[src/rtl/fetch_sequencer_if.sv]
// Instruction-memory read channel between the fetch sequencer and memory.
//   imem_req  : read request (sequencer -> memory)
//   imem_addr : read address  (sequencer -> memory)
//   imem_ack  : read data valid this cycle (memory -> sequencer)
//   imem_data : instruction word (memory -> sequencer)
interface fetch_sequencer_if;
  logic        imem_req;
  logic [31:0] imem_addr;
  logic        imem_ack;
  logic [31:0] imem_data;

  modport master (output imem_req, imem_addr, input imem_ack, imem_data);
  modport slave  (input imem_req, imem_addr, output imem_ack, imem_data);
endinterface

[src/rtl/fetch_sequencer.sv]
// Instruction fetch sequencer: BOOT -> FETCH -> DECODE -> EXEC -> UPDATE loop,
// with absorbing HALT (all-ones instruction) and FAULT (fetch timeout) states.
// Ports:
//   CLK, RESET   : clock, synchronous active-low reset
//   startPC      : boot address, word-aligned on load
//   imem         : instruction-memory read channel (master side)
//   instr        : instruction register; instr_valid pulses in DECODE
//   exec_done    : datapath done; branch_taken/branch_off sampled with it
//   pc, retired  : program counter, retired-instruction count
//   halted/fault : high in HALT / FAULT
module fetch_sequencer #(
  parameter int unsigned FETCH_TIMEOUT = 255
) (
  input  logic                CLK,
  input  logic                RESET,
  input  logic [31:0]         startPC,
  fetch_sequencer_if.master   imem,
  output logic [31:0]         instr,
  output logic                instr_valid,
  input  logic                exec_done,
  input  logic                branch_taken,
  input  logic [31:0]         branch_off,
  output logic [31:0]         pc,
  output logic [31:0]         retired,
  output logic                halted,
  output logic                fault
);

  typedef enum logic [2:0] {
    BOOT, FETCH, DECODE, EXEC, UPDATE, HALT, FAULT
  } state_t;

  localparam logic [15:0] TMO_LAST = 16'(FETCH_TIMEOUT - 1);

  state_t      state_q, state_d;
  logic [31:0] pc_q, pc_d;
  logic [31:0] instr_q, instr_d;
  logic [31:0] retired_q, retired_d;
  logic [15:0] tmo_q, tmo_d;
  logic        taken_q, taken_d;
  logic [31:0] off_q, off_d;

  always_ff @(posedge CLK) begin
    if (!RESET) begin
      state_q   <= BOOT;
      pc_q      <= '0;
      instr_q   <= '0;
      retired_q <= '0;
      tmo_q     <= '0;
      taken_q   <= 1'b0;
      off_q     <= '0;
    end else begin
      state_q   <= state_d;
      pc_q      <= pc_d;
      instr_q   <= instr_d;
      retired_q <= retired_d;
      tmo_q     <= tmo_d;
      taken_q   <= taken_d;
      off_q     <= off_d;
    end
  end

  always_comb begin
    state_d   = state_q;
    pc_d      = pc_q;
    instr_d   = instr_q;
    retired_d = retired_q;
    tmo_d     = tmo_q;
    taken_d   = taken_q;
    off_d     = off_q;
    case (state_q)
      BOOT: begin
        pc_d    = startPC & 32'hFFFF_FFFC;
        tmo_d   = '0;
        state_d = FETCH;
      end
      FETCH: begin
        // An ack on the last permitted cycle takes priority over the timeout.
        if (imem.imem_ack) begin
          instr_d = imem.imem_data;
          tmo_d   = '0;
          state_d = DECODE;
        end else if (tmo_q == TMO_LAST) begin
          tmo_d   = '0;
          state_d = FAULT;
        end else begin
          tmo_d   = tmo_q + 16'd1;
        end
      end
      DECODE: state_d = (instr_q == '1) ? HALT : EXEC;
      EXEC: begin
        if (exec_done) begin
          taken_d = branch_taken;
          off_d   = branch_off;
          state_d = UPDATE;
        end
      end
      UPDATE: begin
        pc_d      = pc_q + 32'd4 + (taken_q ? (off_q << 2) : '0);
        retired_d = retired_q + 32'd1;
        state_d   = FETCH;
      end
      HALT:    state_d = HALT;
      FAULT:   state_d = FAULT;
      default: state_d = BOOT;
    endcase
  end

  assign imem.imem_req  = (state_q == FETCH);
  assign imem.imem_addr = pc_q;
  assign instr          = instr_q;
  assign instr_valid    = (state_q == DECODE);
  assign pc             = pc_q;
  assign retired        = retired_q;
  assign halted         = (state_q == HALT);
  assign fault          = (state_q == FAULT);

endmodule

[src/flat_wrapper.sv]
// flat-port wrapper written by rule: the top's interface ports become plain ports
module fetch_sequencer_flat 
#(
  parameter int unsigned FETCH_TIMEOUT = 255
)
  (CLK, RESET, startPC, instr, instr_valid, exec_done, branch_taken, branch_off, pc, retired, halted, fault, imem_imem_req, imem_imem_addr, imem_imem_ack, imem_imem_data);
  fetch_sequencer_if imem_i ();
  input  logic CLK;
  input  logic RESET;
  input  logic [31:0] startPC;
  output logic [31:0] instr;
  output logic instr_valid;
  input  logic exec_done;
  input  logic branch_taken;
  input  logic [31:0] branch_off;
  output logic [31:0] pc;
  output logic [31:0] retired;
  output logic halted;
  output logic fault;
  output wire logic [$bits(imem_i.imem_req)-1:0] imem_imem_req;
  output wire logic [$bits(imem_i.imem_addr)-1:0] imem_imem_addr;
  input wire logic [$bits(imem_i.imem_ack)-1:0] imem_imem_ack;
  input wire logic [$bits(imem_i.imem_data)-1:0] imem_imem_data;
  assign imem_imem_req = imem_i.imem_req;
  assign imem_imem_addr = imem_i.imem_addr;
  assign imem_i.imem_ack = imem_imem_ack;
  assign imem_i.imem_data = imem_imem_data;
  fetch_sequencer #(.FETCH_TIMEOUT(FETCH_TIMEOUT)) u_core (.CLK(CLK), .RESET(RESET), .startPC(startPC), .imem(imem_i), .instr(instr), .instr_valid(instr_valid), .exec_done(exec_done), .branch_taken(branch_taken), .branch_off(branch_off), .pc(pc), .retired(retired), .halted(halted), .fault(fault));
endmodule
[config.mk]
export PLATFORM = sky130hd
export DESIGN_NAME = fetch_sequencer_flat
export DESIGN_NICKNAME = d
export VERILOG_FILES = /design/src/rtl/fetch_sequencer_if.sv /design/src/rtl/fetch_sequencer.sv /design/src/flat_wrapper.sv
export SDC_FILE = /design/constraint.sdc
export NUM_CORES = 1
export LEC_CHECK = 0
export ABC_AREA = 1
export CORE_MARGIN = 2
export CORE_UTILIZATION = 39
export CTS_CLUSTER_DIAMETER = 100
export DETAILED_ROUTE_END_ITERATION = 8
export GPL_TIMING_DRIVEN = 0
export PLACE_DENSITY_LB_ADDON = 0.1
export SLEW_MARGIN = 20
export SYNTH_ARGS = -nofsm -noshare
export SYNTH_HDL_FRONTEND = slang
export SYNTH_SLANG_ARGS = --single-unit
[constraint.sdc]
create_clock -name CLK -period 5.13 [get_ports CLK]
set_clock_uncertainty 0.05 [all_clocks]
set_input_delay 1.026 -clock CLK [delete_from_list [all_inputs] [get_ports CLK]]
set_output_delay 1.026 -clock CLK [all_outputs]
set_load 0.01 [all_outputs]
==> results of run 1 <==
[worst paths after layout]
kind                                    end  slack (ps)
hold / removal             u_core.tmo_q[15]         410
setup reg to reg  u_core.imem.imem_addr[27]        1900
setup / recovery              imem_imem_req        1850
hold reg to reg            u_core.tmo_q[15]         410
[cell usage after synthesis, types with 6 or more instances]
| cell type | n | area [um^2] |
|---|---|---|
| buf_4 | 35 | 262.8 |
| nor2_1 | 132 | 495.5 |
| nand4_1 | 25 | 156.4 |
| o21ai_0 | 36 | 180.2 |
| dfxtp_1 | 144 | 2883 |
| nor3_1 | 24 | 120.1 |
| ha_1 | 60 | 750.7 |
| xor2_1 | 17 | 148.9 |
| a21oi_1 | 147 | 735.7 |
| nor2_4 | 7 | 78.83 |
| inv_1 | 176 | 660.6 |
| a32oi_1 | 6 | 52.55 |
| nand2_1 | 400 | 1501 |
| clkbuf_1 | 39 | 146.4 |
| nand3_1 | 123 | 615.6 |
[cells by family after synthesis]
group / share of synthesized area, %
compound gates: 11.34
xor+xnor: 2.081
fa+ha+maj: 8.325
buf+inv: 12.20
flops: 31.14
other cells: 0.04051
simple gates: 34.87
[registers in the layout (all words and copies together), names as in the netlist]
signal                 flops
u_core.retired            32
u_core.tmo_q              16
u_core.off_q              30
u_core.taken_q             1
u_core.state_q             3
u_core.instr              32
u_core.imem.imem_addr     30
[per-layer routing]
| layer | global-route usage, % | vias to the layer above |
|---|---|---|
| met5 | 0 | - |
| met4 | 5.834 | 6 |
| met3 | 5.940 | 39 |
| met2 | 39.65 | 276 |
| met1 | 31.61 | 4425 |
| li1 | - | 5066 |
[cell type report]
| cell class | instances | area (um^2) | share of cell area, % |
|---|---|---|---|
| Clock inverter | 15 | 161.4 | 1.293 |
| Timing Repair Buffer | 222 | 2222 | 17.81 |
| Tap cell | 319 | 399.1 | 3.198 |
| Inverter | 181 | 680.7 | 5.454 |
| Clock buffer | 17 | 425.4 | 3.409 |
| Buffer | 83 | 449.2 | 3.599 |
| Sequential cell | 144 | 2883 | 23.10 |
| Multi-Input combinational cell | 1027 | 5256 | 42.12 |
| Antenna cell | 1 | 2.502 | 0.02005 |
[critical path: cells and delay by family (launching register included)]
| family | cells | cell delay (ps) |
|---|---|---|
| buffers and inverters | 3 | 1100 |
| DFF | 1 | 370 |
| and+or+nand+nor | 2 | 290 |
[cell usage in the layout (no fill, tap or decap), drive strengths merged, types with 2 or more instances in the layout]
| cell | synthesis | final |
|---|---|---|
| dfxtp | 144 | 144 |
| clkinvlp | 0 | 2 |
| nor4 | 4 | 4 |
| nor3 | 28 | 28 |
| nor3b | 4 | 4 |
| ha | 60 | 60 |
| nand2 | 403 | 403 |
| xnor2 | 5 | 5 |
| xor2 | 17 | 17 |
| clkbuf | 39 | 56 |
| a21oi | 147 | 147 |
| clkinv | 3 | 7 |
| and3 | 2 | 2 |
| buf | 44 | 44 |
| clkdlybuf4s50 | 0 | 222 |
| nand3b | 3 | 3 |
| nor2 | 142 | 142 |
| o21ai | 38 | 38 |
| conb | 1 | 4 |
| a32oi | 6 | 6 |
| inv | 178 | 187 |
| nand4 | 25 | 25 |
| nand3 | 127 | 127 |
[per-stage QoR]
stage / instances / util (%) / hold slack [ps]
CTS: 2008 / 53.31 / 413.5
floorplan: 1435 / - / 389.8
finish: 2009 / 53.33 / 413.4
detailed placement: 1976 / 50.81 / 402.8
global route: 2008 / 53.31 / 421.5
global placement: 1976 / 50.81 / 398.3
[power by group through the flow]
stage               Combinational [mW]  Sequential [mW]  Clock [mW]
floorplan                        0.649             1.37           0
global placement                  1.22             1.35           0
detailed placement                1.24             1.36           0
CTS                               1.24             1.33        1.28
global route                      1.36             1.35        1.32
finish                            1.24             1.33        1.26
==> results.json, run 1 <==
{
  "status": "complete, no violations",
  "port_buffers": 222,
  "ant_nets": 0,
  "via_per_inst": 4.884,
  "wl_mm": 30.35,
  "dr.first_iter.drc_count": 581,
  "vias": 9812,
  "whs_path_depth": 2,
  "grt_first_pass_wirelength_mm": 46.69,
  "fp-row-count": 56,
  "min_from": "u_core.tmo_q[15]",
  "ys_types": 46,
  "nets": 1838,
  "finalCritPeriodShare_pct": 63.98,
  "synth_edf_count": 0,
  "die-width_um": 158.1,
  "place_congestion": 0.9292,
  "clk_latency_ps": 430,
  "seqPwrFrac_pct": 34.8,
  "cts_hold_buffers": 0,
  "io_pins": 233,
  "slew_headroom_pct": 33.45,
  "core_area_mm2": 0.02340,
  "drc_errors": 0,
  "crit_required_ps": 4050,
  "p_comb_share_pct": 32.3,
  "swShare_pct": 35.70,
  "antenna_found_initial": 4,
  "cp_slowest_stage_delay_ps": 610,
  "critPathCaptureType": "primary output",
  "firstDrtPassIters": 7,
  "netlist_instances": 1432,
  "ir_worst_vdd_mv": 0.1927,
  "p_clk_share_pct": 33.0,
  "wl_met2_mm": 13.90,
  "synth_area_per_cell_um2": 6.465,
  "crit_arrival_ps": 2210,
  "p_per_area_mw_per_mm2": 306.7,
  "hpwl_mm": 23.98,
  "area_growth_pct": 34.80,
  "initial_core_util_pct": 39.56,
  "yosysWarningCount": 0,
  "dp_slack_ps": 1907,
  "clockRootBuffer": "clkbuf_16",
  "grt_overflow": 0,
  "maxSlewViolCount": 0,
  "design_area_mm2": 0.01248,
  "grt_max_degree": 18,
  "setup_viol": 0,
  "die_y_um": 158.1,
  "synthArstFlopShare_pct": 0,
  "cp_slowest_cell": "clkdlybuf4s50_1",
  "synth-seq-cells": 144,
  "max_freq_ghz": 0.3047,
  "top_layer": "met5",
  "cts_buffers": 17,
  "wl_met1_mm": 13.86,
  "yosysSeqAreaShare_pct": 31.14,
  "grt_setup_unrepaired": "false",
  "worstPathCellList": "inv_1 > nand2_1 > nor2_4 > buf_1 > clkdlybuf4s50_1",
  "cts_buffer_depth": 2,
  "worstRegToRegCells": 16,
  "start_kind": "register",
  "startpoint": "u_core.state_q[1]",
  "worst_pin_slew_ps": 998.3,
  "power_mw": 3.828,
  "path_class": "reg -> out",
  "p_int_mw": 2.461,
  "finalHoldViolations": 0,
  "cts.clk_slew.worst_paths_ps": 70,
  "fillers": 2405,
  "grt_pass1_vias": 8975,
  "track_usage_pct": 24.05,
  "netlist_area_mm2": 0.009258,
  "fin_ws_ps": 1848,
  "die_area_mm2": 0.02499,
  "cts_resized": 0,
  "hp-class": "reg -> reg",
  "place_area_mm2": 0.01189,
  "met3WireLength_mm": 2.071,
  "postCtsSetupBuffers": 0,
  "power_switching_mw": 1.367,
  "leakage_nw": 5.483,
  "synth_ff_type": "dfxtp_1",
  "finalCriticalPeriod_ps": 3282,
  "wl_per_cell_um": 15.11,
  "cts.sinks": 144,
  "cts_tree": "built",
  "fin_setup_tns_ps": 0,
  "maxCapViolations": 0,
  "htreeDepth": 4,
  "r2r-start": "u_core.taken_q",
  "drive_gt1_share_pct": 5.743,
  "crit_fanout": 10
}
No activity file was read; power rests on OpenSTA's default activity.
==> inputs of run 2 (changes only) <==
- clock period: 5.13 -> 3.27 ns (I/O delays scaled with it)
==> results.json, run 2 (synthesized netlist as in run 1, its figures left out) <==
{
  "firstDrtPassIters": 5,
  "finalHoldViolations": 0,
  "leakage_nw": 5.497,
  "whs_path_depth": 2,
  "worstPathCellList": "clkbuf_1 > nand2_1 > inv_1 > ha_1 > ha_1 > nand2_1 > inv_1 > nand2_1 > nand2_1 > inv_1 > nand2_1 > a21oi_1 > nand2_1 > nand2_1 > nand3_1 > nand2_1 > a21oi_1",
  "grt_pass1_vias": 8975,
  "clockRootBuffer": "clkbuf_16",
  "area_growth_pct": 34.88,
  "critPathCaptureType": "register",
  "die-width_um": 158.1,
  "wl_per_cell_um": 15.13,
  "crit_arrival_ps": 3240,
  "finalCritPeriodShare_pct": 91.57,
  "drc_errors": 0,
  "vias": 9793,
  "cts_hold_buffers": 0,
  "fin_ws_ps": 275.8,
  "cts.sinks": 144,
  "start_kind": "register",
  "layout_commonest_cell": "nand2_1",
  "final_cell_mix": "nand2_1, clkdlybuf4s50_1, inv_1, a21oi_1, dfxtp_1",
  "port_buffers": 222,
  "drive_gt1_share_pct": 5.921,
  "regArea_mm2": 0.002883,
  "place_congestion": 0.9292,
  "layoutNonFillerInstCount": 2009,
  "p_per_area_mw_per_mm2": 480.5,
  "maxCapViolations": 0,
  "initial_core_util_pct": 39.56,
  "max_freq_ghz": 0.3340,
  "cts_tree": "built",
  "hpwl_mm": 23.98,
  "core_area_mm2": 0.02340,
  "wl_mm": 30.39,
  "cts_buffer_depth": 2,
  "grt_max_degree": 18,
  "cts_resized": 0,
  "path_class": "reg -> reg",
  "dp_cells": 1976,
  "fin_util_pct": 53.36,
  "dr.first_iter.drc_count": 556,
  "worst_pin_slew_ps": 1004,
  "crit_fanout": 10,
  "status": "complete, no violations",
  "via_per_inst": 4.875,
  "cp_slowest_stage_delay_ps": 400,
  "crit_required_ps": 3510,
  "maxSlewViolCount": 0,
  "power_mw": 6.000,
  "cts.clk_slew.worst_paths_ps": 70,
  "io_pins": 233,
  "postCtsSetupBuffers": 0,
  "setup_viol": 0,
  "dp_slack_ps": 65.23,
  "track_usage_pct": 24.05,
  "min_from": "u_core.tmo_q[15]",
  "cts_buffers": 17,
  "cp_slowest_cell": "clkbuf_1",
  "slew_headroom_pct": 33.05,
  "nets": 1838,
  "multiInputGateArea_mm2": 0.005261,
  "fp-row-count": 56,
  "grt_overflow": 0,
  "clk_latency_ps": 430,
  "die_y_um": 158.1,
  "grt_setup_unrepaired": "false",
  "worstRegToRegCells": 17,
  "die_area_mm2": 0.02499,
  "grt_first_pass_wirelength_mm": 46.69,
  "ir_worst_vdd_mv": 0.3028,
  "hp-class": "reg -> reg",
  "htreeDepth": 4,
  "finalCriticalPeriod_ps": 2994,
  "fin_setup_tns_ps": 0,
  "ant_nets": 0,
  "antenna_found_initial": 4,
  "startpoint": "u_core.taken_q",
  "fillers": 2402,
  "r2r-start": "u_core.taken_q",
  "cp_common_cell": "nand2_1"
}
==> run 2: cell types whose count changed in the layout (fill, tap and decap cells not counted) <==
cell,before,now
clkbuf_1,39,37
clkbuf_2,0,2
nand3_1,123,122
nand3_2,1,2
==> run 2: through the flow <==
stage | area, um^2 | hold WS [ps]
after global routing | 12480 | 421.5
after global placement | 11890 | 398.3
after detailed placement | 11890 | 402.8
after floorplan | 9269 | 389.8
after CTS | 12480 | 413.5
final | 12490 | 411.7
==> run 2: area by class of cell <==
class,count,share of cell area [%]
Tap cell,319,3.196
Buffer,83,3.617
Multi-Input combinational cell,1027,42.13
Antenna cell,1,0.02004
Clock buffer,17,3.407
Inverter,181,5.451
Clock inverter,15,1.293
Timing Repair Buffer,222,17.80
Sequential cell,144,23.09
==> run 2: layer usage <==
layer,vias to the layer above,routed length (um),GRT usage [%]
met5,-,41,0
met4,6,473,5.834
met3,39,1999,5.940
met2,263,13870,39.65
met1,4411,14010,31.61
li1,5074,-,-
==> run 2: critical path, delay by kind of cell, from the launching register on <==
family / cells / cell delay [ps]
simple gates: 9 / 880
buf+inv: 4 / 620
fa+ha+maj: 2 / 620
compound gates: 2 / 350
flops: 1 / 360
==> run 2: where the power goes <==
group / total, mW / internal, mW / switching [mW]
Combinational: 1.94 / 0.918 / 1.02
Clock: 1.97 / 1.03 / 0.946
Sequential: 2.09 / 1.92 / 0.170
Total: 6.00 / 3.86 / 2.14
==> run 2: final timing paths <==
kind / end / slack, ps
setup reg to reg: u_core.imem.imem_addr[31] / 280
setup / recovery: u_core.imem.imem_addr[31] / 280
hold / removal: u_core.tmo_q[15] / 410
hold reg to reg: u_core.tmo_q[15] / 410
==> inputs of run 3 (changes only) <==
- CTS_CLUSTER_SIZE: unset -> 8
- RECOVER_POWER: unset -> 50
- SLEW_MARGIN: 20 -> 30
==> results.json, run 3 (synthesized netlist as in run 1, its figures left out) <==
{
  "status": "complete, no violations",
  "hp-class": "reg -> reg",
  "crit_arrival_ps": 3250,
  "fillers": 2415,
  "max_freq_ghz": 0.3323,
  "worstRegToRegCells": 17,
  "min_from": "u_core.tmo_q[15]",
  "hpwl_mm": 23.98,
  "track_usage_pct": 24.05,
  "die_y_um": 158.1,
  "path_class": "reg -> reg",
  "leakage_nw": 5.662,
  "die_area_mm2": 0.02499,
  "finalHoldViolations": 0,
  "start_kind": "register",
  "maxSlewViolCount": 0,
  "worst_pin_slew_ps": 986.3,
  "p_clk_share_pct": 33.2,
  "slew_headroom_pct": 34.25,
  "fin_ws_ps": 260.5,
  "swShare_pct": 35.81,
  "grt_pass1_vias": 8975,
  "cts_buffer_depth": 2,
  "drc_errors": 0,
  "min_to": "u_core.tmo_q[15]",
  "grt_overflow": 0,
  "cp_slowest_cell": "clkbuf_1",
  "place_congestion": 0.9292,
  "p_comb_share_pct": 31.9,
  "cts_tree": "built",
  "final_cell_mix": "nand2_1, inv_1, clkdlybuf4s50_1, a21oi_1, dfxtp_1",
  "seqPwrFrac_pct": 35.0,
  "core_area_mm2": 0.02340,
  "cp_slowest_stage_delay_ps": 400,
  "p_int_mw": 3.819,
  "layout_commonest_cell": "nand2_1",
  "initial_core_util_pct": 39.56,
  "finalCriticalPeriod_ps": 3009,
  "worst-path-buf-inv": 4,
  "worstPathCellList": "clkbuf_1 > nand2_1 > inv_1 > ha_1 > ha_1 > nand2_1 > inv_1 > nand2_1 > nand2_1 > inv_1 > nand2_1 > a21oi_1 > nand2_1 > nand2_1 > nand3_1 > nand2_1 > a21oi_1",
  "clockRootBuffer": "clkbuf_16",
  "dp_slack_ps": 65.23,
  "r2r-start": "u_core.taken_q",
  "clk_latency_ps": 430,
  "antenna_found_initial": 4,
  "grt_max_degree": 18,
  "power_switching_mw": 2.130,
  "grt_setup_unrepaired": "false",
  "nets": 1838,
  "crit_required_ps": 3520,
  "whs_path_depth": 2,
  "via_per_inst": 4.869,
  "dr.first_iter.drc_count": 546,
  "cts_buffers": 17,
  "firstDrtPassIters": 6,
  "htreeDepth": 4,
  "wl_per_cell_um": 15.10,
  "wl_mm": 30.34,
  "io_pins": 233,
  "ir_worst_vdd_mv": 0.3035,
  "port_buffers": 222,
  "critPathCaptureType": "register",
  "fp-row-count": 56,
  "die-width_um": 158.1,
  "maxCapViolations": 0,
  "setup_viol": 0,
  "p_per_area_mw_per_mm2": 478.2,
  "grt_first_pass_wirelength_mm": 46.69,
  "fin_setup_tns_ps": 0,
  "ant_nets": 0,
  "cp_common_cell": "nand2_1",
  "drive_gt1_share_pct": 5.447,
  "area_growth_pct": 34.40,
  "reg2reg_slack_ps": 260,
  "cts.sinks": 144,
  "crit_fanout": 10,
  "critPathTopFamily": "simple AND/OR/NAND/NOR gates",
  "cts.clk_slew.worst_paths_ps": 70,
  "reg2reg_to": "u_core.imem.imem_addr[31]",
  "vias": 9782,
  "path_depth": 17,
  "finalCritPeriodShare_pct": 92.03
}
==> run 3: power by group through the flow <==
stage                     clock network (mW)  logic, mW  registers, mW
after floorplan                            0       1.02           2.15
final                                   1.97       1.90           2.08
after detailed placement                   0       1.94           2.13
after global placement                     0       1.92           2.12
after CTS                               2.00       1.95           2.09
after global routing                    2.08       2.09           2.11
==> run 3: stage by stage <==
step	hold WS [ps]	instance area, um^2	total power [mW]	util (%)	instances
2_1_floorplan	389.8	9269	3.164	-	1435
3_3_place_gp	398.3	11890	4.045	50.81	1976
3_5_place_dp	402.8	11890	4.067	50.81	1976
4_1_cts	413.5	12480	6.043	53.31	2008
5_1_grt	421.5	12440	6.277	53.15	2008
6_report	411.9	12440	5.950	53.17	2009
==> run 3: layer usage <==
layer	track usage (%)	wire length, um	vias up
li1	-	-	5068
met4	5.834	527	6
met2	39.65	13850	265
met5	0	40	-
met1	31.61	13900	4401
met3	5.940	2015	42
==> run 3: cell type report <==
cell class	instances	area (um^2)	area share, %
tap	319	399.1	3.208
timing repair buffer	222	2222	17.86
multi-input combinational	1027	5218	41.93
clock inverter	15	161.4	1.297
clock buffer	17	425.4	3.419
buffer	83	450.4	3.620
antenna	1	2.502	0.02011
sequential	144	2883	23.17
inverter	181	680.7	5.471
==> run 3: timing repair <==
action / 4_1_cts / 5_1_grt
hold buffers: 0 / 0
buffers inserted: 0 / 0
gates resized for setup: 0 / 5
setup endpoints to repair: 0 / 9
==> run 3: worst min-delay path: cells and delay by family (launching register included) <==
family | cells | cell delay, ps
flip-flops | 1 | 310
AND/OR/NAND/NOR | 1 | 60
AO/OA/AOI/OAI | 1 | 50
==> run 3: worst max path at each step <==
stage                        start                   endpoint  slack (ps)
detailed placement  u_core.taken_q  u_core.imem.imem_addr[27]          70
finish              u_core.taken_q  u_core.imem.imem_addr[31]         260
global placement    u_core.taken_q  u_core.imem.imem_addr[27]          70
floorplan           u_core.taken_q  u_core.imem.imem_addr[19]         690
global route        u_core.taken_q  u_core.imem.imem_addr[31]          30
CTS                 u_core.taken_q  u_core.imem.imem_addr[27]          50
==> variant: new RTL, config.mk and constraints of run 2 <==
`FETCH_TIMEOUT` is set to 255 in 2 places; all go to 127.
--- a/src/rtl/fetch_sequencer.sv
+++ b/src/rtl/fetch_sequencer.sv
@@ -11,3 +11,3 @@
 module fetch_sequencer #(
-  parameter int unsigned FETCH_TIMEOUT = 255
+  parameter int unsigned FETCH_TIMEOUT = 127
 ) (
--- a/src/flat_wrapper.sv
+++ b/src/flat_wrapper.sv
@@ -3,3 +3,3 @@
 #(
-  parameter int unsigned FETCH_TIMEOUT = 255
+  parameter int unsigned FETCH_TIMEOUT = 127
 )
Behaviour: no difference found for any inputs over 4 cycles, from zero or initial values and one cycle with RESET low; that may be too few to reach the edited logic, so the function may still have changed.
==> variant against run 2 <==
Total power is 4.1% lower. First-iteration DRC count fell by 5.9%. Cell area rose by 0.51%. Wire length is 2.7% higher. Global-route usage increased by 1.0 points. Core utilization rose by 0.11 points. Worst setup slack got worse by 0.052 ns. Synthesized cell count increased by 1.1%. Sequential cell count is the same. Area after synthesis rose by 0.59%. Critical path type unchanged. Largest cell class unchanged.
==> variant: results (changes against run 2) <==
\begin{tabular}{lr}
\hline
Metric & Value \\
\hline
\multicolumn{2}{l}{\textbf{Run status}} \\
Result of the run & finished clean (unchanged) \\
\multicolumn{2}{l}{\textbf{Route}} \\
Violation count after the first detailed-route iteration & 523 (was 556) \\
Amount of wire on met2 after detailed routing & 14500 µm (was 13900 µm) \\
Remaining number of nets flagged by the antenna check after routing & 0 (unchanged) \\
Amount of wire on met3 after detailed routing & 2370 µm (was 2000 µm) \\
Routed via count & 9880 (was 9793) \\
Final routed wire length divided by cell count & 15.4 µm (was 15.1 µm) \\
Drt pass-1 iters & 7 (was 5) \\
Routed met1 length & 13700 µm (was 14000 µm) \\
\multicolumn{2}{l}{\textbf{Layout}} \\
Proportion of layout cells with a drive suffix above 1 & 0.0581 (was 0.0592) \\
Number of nets in the layout & 1854 (was 1838) \\
Fill cell instance count of the final layout & 2407 (was 2402) \\
\multicolumn{2}{l}{\textbf{GRT}} \\
Total global routing track utilization & 0.251 (was 0.240) \\
Vias in the first global route & 9208 (was 8975) \\
Global-route wire length before repair & 48500 µm (was 46700 µm) \\
Initial antenna violation count & 5 (was 4) \\
Maximum number of pins on one net before global-route repair & 17 (was 18) \\
\multicolumn{2}{l}{\textbf{Synth}} \\
Sequential share of the synthesized area & 0.310 (was 0.311) \\
Top post-synthesis cells by area & dfxtp\_1 31\%, nand2\_1 16\%, ha\_1 8.1\% (unchanged) \\
Most frequent cells after synthesis & 392 x nand2\_1, 192 x inv\_1, 149 x a21oi\_1 (was 400 x nand2\_1, 176 x inv\_1, 147 x a21oi\_1) \\
Unique cell type count in the Yosys netlist & 43 (was 46) \\
Post-synthesis async set-or-reset flop share & 0 (unchanged) \\
\multicolumn{2}{l}{\textbf{Pwr}} \\
Leak Pwr & 5.58 nW (was 5.50 nW) \\
Maximum resistive drop on vdd & 407 µV (was 303 µV) \\
Switching share of power & 0.325 (was 0.356) \\
\multicolumn{2}{l}{\textbf{Placement}} \\
Placer congestion estimate & 0.924 (was 0.929) \\
Detailed placement HPWL & 25100 µm (was 24000 µm) \\
Post-placement worst setup slack & 0.152 ns (was 0.0652 ns) \\
Total placed instance area & 11900 µm² (about the same) \\
\multicolumn{2}{l}{\textbf{Critical path}} \\
Worst reg2reg setup slack & 0.22 ns (was 0.28 ns) \\
CP Data Arrival Time & 3.29 ns (was 3.24 ns) \\
Worst setup endpoint & u\_core.imem.imem\_addr[21] (was u\_core.imem.imem\_addr[31]) \\
Worst-case reg-to-reg path depth & 14 (was 17) \\
\multicolumn{2}{l}{\textbf{Timing}} \\
Final min period & 3.05 ns (was 2.99 ns) \\
Tightest Pin Transition & 0.909 ns (was 1.00 ns) \\
\multicolumn{2}{l}{\textbf{Clock tree}} \\
CTS buffer count & 17 (unchanged) \\
Count of H-tree levels built during CTS & 4 (unchanged) \\
\multicolumn{2}{l}{\textbf{Worst hold path}} \\
Class of the tightest hold or removal check & reg2reg (unchanged) \\
\hline
\end{tabular}
variant: cells by family after synthesis:
family | count (synthesis) | share of synthesized area
compound gates | 211 | 0.118
xor+xnor | 35 | 0.0329
fa+ha+maj | 61 | 0.0828
buf+inv | 282 | 0.129
flops | 144 | 0.310
other cells | 1 | 0.000403
simple gates | 714 | 0.327
variant: worst min path at each step:
stage	start	to	slack [ns]	depth (start not counted)
global route	u_core.off_q[16]	u_core.off_q[16]	0.44	2
CTS	u_core.off_q[7]	u_core.off_q[7]	0.41	2
detailed placement	u_core.off_q[7]	u_core.off_q[7]	0.40	2
finish	u_core.off_q[8]	u_core.off_q[8]	0.41	2
floorplan	u_core.off_q[23]	u_core.off_q[23]	0.39	2
global placement	u_core.off_q[20]	u_core.off_q[20]	0.40	2
variant: through the flow:
step / util / instances
3_3_place_gp: 0.509 / 1992
4_1_cts: 0.534 / 2023
6_report: 0.535 / 2025
5_1_grt: 0.535 / 2024
3_5_place_dp: 0.509 / 1992
2_1_floorplan: - / 1451
variant: area by class of cell:
class | count | area (µm²) | area share
clock inverters | 12 | 145 | 0.0116
inverters | 198 | 743 | 0.0592
repair buffers | 222 | 2220 | 0.177
diodes | 2 | 5.00 | 0.000399
clock buffers | 19 | 453 | 0.0361
flip-flops and latches | 144 | 2880 | 0.230
multi-input cells | 1025 | 5240 | 0.417
plain buffers | 84 | 462 | 0.0368
well taps | 319 | 399 | 0.0318
variant: layer usage:
metal / vias up / track usage
met1: 4441 / 0.318
met3: 37 / 0.0637
met4: 4 / 0.0678
li1: 5090 / -
met2: 308 / 0.422
met5: - / 0
variant: critical path, stage by stage (launching register included):
cell	delay [ns]
dfxtp_1	0.37
clkbuf_1	0.37
nand2_1	0.09
inv_1	0.13
ha_1	0.25
ha_1	0.35
nand2_1	0.10
nor2_1	0.30
nand3_1	0.13
nand3_1	0.22
nand2_1	0.11
nand3_1	0.08
nand2_1	0.05
o21ai_0	0.23
a21oi_1	0.10
variant: what timing repair did:
item | CTS | global route
endpoints found under the hold margin | 0 | 0
setup endpoints to repair | 0 | 9
gates resized for setup | 0 | 4
buffers inserted | 0 | 0
variant: power by group through the flow:
| stage | clock network [mW] | logic [mW] | registers (mW) |
|---|---|---|---|
| 2_1_floorplan | 0 | 0.848 | 2.11 |
| 3_3_place_gp | 0 | 1.67 | 2.09 |
| 3_5_place_dp | 0 | 1.68 | 2.09 |
| 4_1_cts | 2.07 | 1.69 | 2.05 |
| 5_1_grt | 2.14 | 1.85 | 2.07 |
| 6_report | 2.03 | 1.67 | 2.05 |
